File: config.mk
export PLATFORM = sky130hd
export DESIGN_NAME = writeback_queue
export DESIGN_NICKNAME = d
export VERILOG_FILES = /design/src/rtl/writeback_queue.sv
export SDC_FILE = /design/constraint.sdc
export NUM_CORES = 1
export LEC_CHECK = 0
export CAP_MARGIN = 20
export CORE_MARGIN = 1
export CORE_UTILIZATION = 31
export CTS_CLUSTER_SIZE = 20
export DETAILED_ROUTE_END_ITERATION = 7
export PLACE_DENSITY = 0.51
export REMOVE_ABC_BUFFERS = 1
export SYNTH_ARGS = -nofsm -noshare
export SYNTH_HDL_FRONTEND = slang
export SYNTH_SLANG_ARGS = --single-unit
File: constraint.sdc
create_clock -name clk -period 3.67 [get_ports clk]
set_input_delay 1.101 -clock clk [delete_from_list [all_inputs] [get_ports clk]]
set_output_delay 1.101 -clock clk [all_outputs]
set_load 0.01 [all_outputs]
File: src/rtl/writeback_queue.sv
// In-order writeback queue feeding the decode-stage register-file write port.
// Buffers completed entries, extends load data and exports a pending-destination mask.
`timescale 1ns/1ps
module writeback_queue #(
    parameter int N     = 64,
    parameter int DEPTH = 4
) (
    input  logic         clk,
    input  logic         reset,
    input  logic         in_valid,
    output logic         in_ready,
    input  logic         in_we,
    input  logic [4:0]   in_rd,
    input  logic [1:0]   in_kind,
    input  logic [2:0]   in_funct3,
    input  logic [N-1:0] in_value,
    input  logic         memRsp_valid,
    output logic         memRsp_ready,
    input  logic [N-1:0] memRsp_data,
    output logic         regWrite_D,
    output logic [4:0]   writeAddr_D,
    output logic [N-1:0] writeData3_D,
    output logic [31:0]  pendingMask,
    output logic         rsp_error
);

    localparam int AW = $clog2(DEPTH);
    localparam logic [1:0] KIND_LOAD = 2'b10;

    logic         q_we     [DEPTH];
    logic [4:0]   q_rd     [DEPTH];
    logic [1:0]   q_kind   [DEPTH];
    logic [2:0]   q_funct3 [DEPTH];
    logic [N-1:0] q_value  [DEPTH];

    logic [AW-1:0] rd_ptr;
    logic [AW-1:0] wr_ptr;
    logic [AW:0]   count;

    logic         head_valid;
    logic         head_is_load;
    logic         enq;
    logic         retire;
    logic [N-1:0] result;

    function automatic logic [N-1:0] load_ext(input logic [2:0] f,
                                              input logic [N-1:0] d);
        logic [N-1:0] r;
        case (f)
            3'b000:  r = {{(N-8){d[7]}}, d[7:0]};
            3'b001:  r = {{(N-16){d[15]}}, d[15:0]};
            3'b010:  r = {{(N-32){d[31]}}, d[31:0]};
            3'b100:  r = {{(N-8){1'b0}}, d[7:0]};
            3'b101:  r = {{(N-16){1'b0}}, d[15:0]};
            3'b110:  r = {{(N-32){1'b0}}, d[31:0]};
            default: r = d;
        endcase
        return r;
    endfunction

    // Ready comes from the registered count only, so a same-cycle retire never frees a full queue.
    assign in_ready     = (count != (AW+1)'(DEPTH));
    assign head_valid   = (count != '0);
    assign head_is_load = head_valid && (q_kind[rd_ptr] == KIND_LOAD);
    assign memRsp_ready = head_is_load;
    assign enq          = in_valid && in_ready;
    assign retire       = head_valid && (!head_is_load || memRsp_valid);

    always_comb begin
        result = q_value[rd_ptr];
        if (head_is_load) begin
            result = load_ext(q_funct3[rd_ptr], memRsp_data);
        end
    end

    always_ff @(posedge clk) begin
        if (enq && !reset) begin
            q_we[wr_ptr]     <= in_we;
            q_rd[wr_ptr]     <= in_rd;
            q_kind[wr_ptr]   <= in_kind;
            q_funct3[wr_ptr] <= in_funct3;
            q_value[wr_ptr]  <= in_value;
        end
    end

    always_ff @(posedge clk) begin
        if (reset) begin
            rd_ptr <= '0;
            wr_ptr <= '0;
            count  <= '0;
        end else begin
            if (enq) begin
                wr_ptr <= wr_ptr + 1'b1;
            end
            if (retire) begin
                rd_ptr <= rd_ptr + 1'b1;
            end
            case ({enq, retire})
                2'b10:   count <= count + 1'b1;
                2'b01:   count <= count - 1'b1;
                default: count <= count;
            endcase
        end
    end

    always_ff @(posedge clk) begin
        if (reset) begin
            regWrite_D   <= 1'b0;
            writeAddr_D  <= '0;
            writeData3_D <= '0;
            rsp_error    <= 1'b0;
        end else begin
            regWrite_D <= retire && q_we[rd_ptr] && (q_rd[rd_ptr] != 5'd0);
            if (retire) begin
                writeAddr_D  <= q_rd[rd_ptr];
                writeData3_D <= result;
            end
            if (memRsp_valid && !head_is_load) begin
                rsp_error <= 1'b1;
            end
        end
    end

    // An entry is live when its distance from the head is below the count.
    always_comb begin
        logic [AW-1:0] off;
        pendingMask = '0;
        for (int i = 0; i < DEPTH; i++) begin
            off = AW'(i) - rd_ptr;
            if (({1'b0, off} < count) && q_we[i]) begin
                pendingMask[q_rd[i]] = 1'b1;
            end
        end
        if (regWrite_D) begin
            pendingMask[writeAddr_D] = 1'b1;
        end
        pendingMask[0] = 1'b0;
    end

endmodule

==> metrics.txt <==
Post-synth ARST share 0%; R2R Setup Slk ~0.65 ns; CTS buffer count 42; failing checks setup timing; gr usage total between 10% and 20%; Synth Flop Type edfxtp_1; critical path peak fanout 5; Clock Tree Buf Depth 3; worst hold path type flop to flop; final worst setup slack -0.1488 ns; Die ar. between 50,000 and 60,000 µm²; Routed Antenna Nets 0; leading cell types in the layout, fill and taps excluded 300 x edfxtp_1, 215 x clkdlybuf4s50_1, 97 x nand2_1; final instance area 21,660 µm²; MaxCap Viol Count 0; vias in the first global route 11,560; Syn Area/Cell 14.20 µm²; # IOs 248; Cells after Synth 1,148; Fin. Hold Viols 0; P_leak between 0.007 and 0.008 µW; number of antenna violations at the first check in global routing 4; RSZ-0062 raised after global routing yes; sequential share of the synthesized area 65.09%; pre-CTS setup slack -0.04729 ns; hold buffers post-CTS 0; worst-margin pin slew 0.9931 ns; Tcrit/Tclk final 104.1%; pwr dens 682.9 nW/µm²; Worst-path clk slew 0.06 ns; clock skew 0.02273 ns; CP required ~2.6 ns; area leader, netlist edfxtp_1; Area contributors post-synth edfxtp_1 55%, mux4_2 10%, dfxtp_1 9.8%; # clock sinks 380; Remaining DRCs 0; maximum clock rate 261.9 MHz; TritonCTS clock tree done; core area 51,610 µm²; root buf cell clkbuf_16; remaining global-route overflow 0; post-route minimum period 3.819 ns; starting density of the core 31.58%; # setup viols final 24; H-tree depth 2; Syn. warnings 0; PortBufs approximately 250; Pwr Total ~15,000 µW; Max Slew Vio Count 0; flops & latches, synth 380; clock latency on the worst-skew pair 0.56 ns; First DRT Iteration DRCs about 800; post-layout util 41.97%; area share of the largest cell type after synthesis between 50 and 60%; Worst Hold Slack 0.4991 ns; WL final 50,710 µm; wire length per cell between 20 and 25 µm; drt via density 5.255; Fillers roughly 4,800; Max VDD drop 403.1 µV; Die H around 230 µm; Mapped Area between 15,000 and 20,000 µm²; detailed placer's ending HPWL 34,390 µm; Worst EP arrival 2.72 ns; most common cell after layout, fill and taps aside edfxtp_1; row cnt 83; area grow syn2layout 32.90%; layout cell share with drive strength beyond 1 21.67%; first-pass GRT wire length 74,460 µm; NumNets Final approximately 1,600; EDFF count, synth 300; Post-DP Area 20,080 µm²; chip width 231.3 µm; crit end category output pin; Slew headroom 33.80%; largest net degree at the start of global routing 48; RePlAce Congestion just over 0.9; Pre-Repair DR Iteration Count 5; status finished with violations; CP Class flop to output pin; count of cell types in the netlist 69; total number of vias about 11,000; CP Launch Type flop
==> stage by stage <==
step	cells	setup TNS (ns)
global route	2153	-5.118
floorplan	1058	-141.42
detailed placement	2065	-0.1572
finish	2154	-2.162
CTS	2148	-2.768
global placement	2065	-0.2349
==> layer usage <==
| layer | global-route usage, % | vias up | wire, µm |
|---|---|---|---|
| li1 | - | 5157 | - |
| met1 | 25.01 | 5720 | 22160 |
| met2 | 30.89 | 354 | 24410 |
| met3 | 3.248 | 85 | 2703 |
| met4 | 6.767 | 4 | 1423 |
| met5 | 0 | - | 22 |
==> kinds of logic (layout without fill, tap and decap cells) <==
| family | after synthesis | in the layout | share of synthesized area (%) |
|---|---|---|---|
| other cells | 1 | 3 | 0.02301 |
| flops | 380 | 380 | 65.09 |
| mux | 75 | 75 | 10.21 |
| xor+xnor | 6 | 6 | 0.3224 |
| compound gates | 232 | 232 | 10.35 |
| buf+inv | 105 | 429 | 2.717 |
| fa+ha+maj | 10 | 10 | 0.8136 |
| simple gates | 339 | 339 | 10.47 |
==> flip-flops by register name, indices dropped and copies added (netlist names), named ones only <==
register / flops
q_funct3: 12
writeData3_D: 64
wr_ptr: 2
q_value: 256
count: 3
q_kind: 8
q_rd: 20
writeAddr_D: 5
rsp_error: 1
q_we: 4
regWrite_D: 1
rd_ptr: 2
==> synth_stat cells (all sizes together), types with 10 or more instances <==
master / number
or4: 13
or3: 24
nor4: 12
nor3: 40
nand2b: 10
dfxtp: 80
o21ai: 34
mux4: 73
nor2: 60
o221ai: 19
inv: 15
buf: 40
nand2: 98
nand3: 43
edfxtp: 300
o211ai: 39
a211o: 31
a21oi: 59
clkbuf: 50
==> final cells by class <==
class,count,area (µm²),area share (%)
tap,680,850.8,3.927
multi-input combinational,663,5522,25.49
inverter,15,56.30,0.2599
clock buffer,63,1221,5.637
sequential,380,10630,49.05
clock inverter,14,90.09,0.4158
timing repair buffer,337,3292,15.20
antenna,2,5.005,0.02310
==> timing repair <==
item | CTS | global route
gates cloned | 1 | 1
resized for setup | 148 | 16
setup endpoints to repair | 31 | 32
hold endpoints to repair | 0 | 0
buffers inserted | 5 | 3
pin swaps | 24 | 8
==> final timing paths <==
check                                        to  cells past startpoint                          from
setup / recovery                pendingMask[20]                     10        rd_ptr[0]$_SDFFE_PP0P_
hold / removal     writeData3_D[7]$_SDFFE_PP0P_                      2  writeData3_D[7]$_SDFFE_PP0P_
setup reg to reg  writeData3_D[10]$_SDFFE_PP0P_                      6                          flop
hold reg to reg    writeData3_D[7]$_SDFFE_PP0P_                      2  writeData3_D[7]$_SDFFE_PP0P_
==> critical path: stages (launching register included) <==
cell and delay (ns):
dfxtp_4 0.36, xnor2_4 0.17, inv_2 0.07, ha_4 0.27, a21oi_4 0.07, buf_6 0.14, o211ai_1 0.17, buf_4 0.17
o21ai_1 0.06, or4_1 0.51, buf_2 0.16
==> report_power, final <==
group	total, µW	internal, µW	switching [µW]
combinational	5280	2440	2840
sequential	5540	5220	323
clock	3980	2300	1670
total	14800	9960	4830
Note: power is estimated with default switching activity, not from simulation.
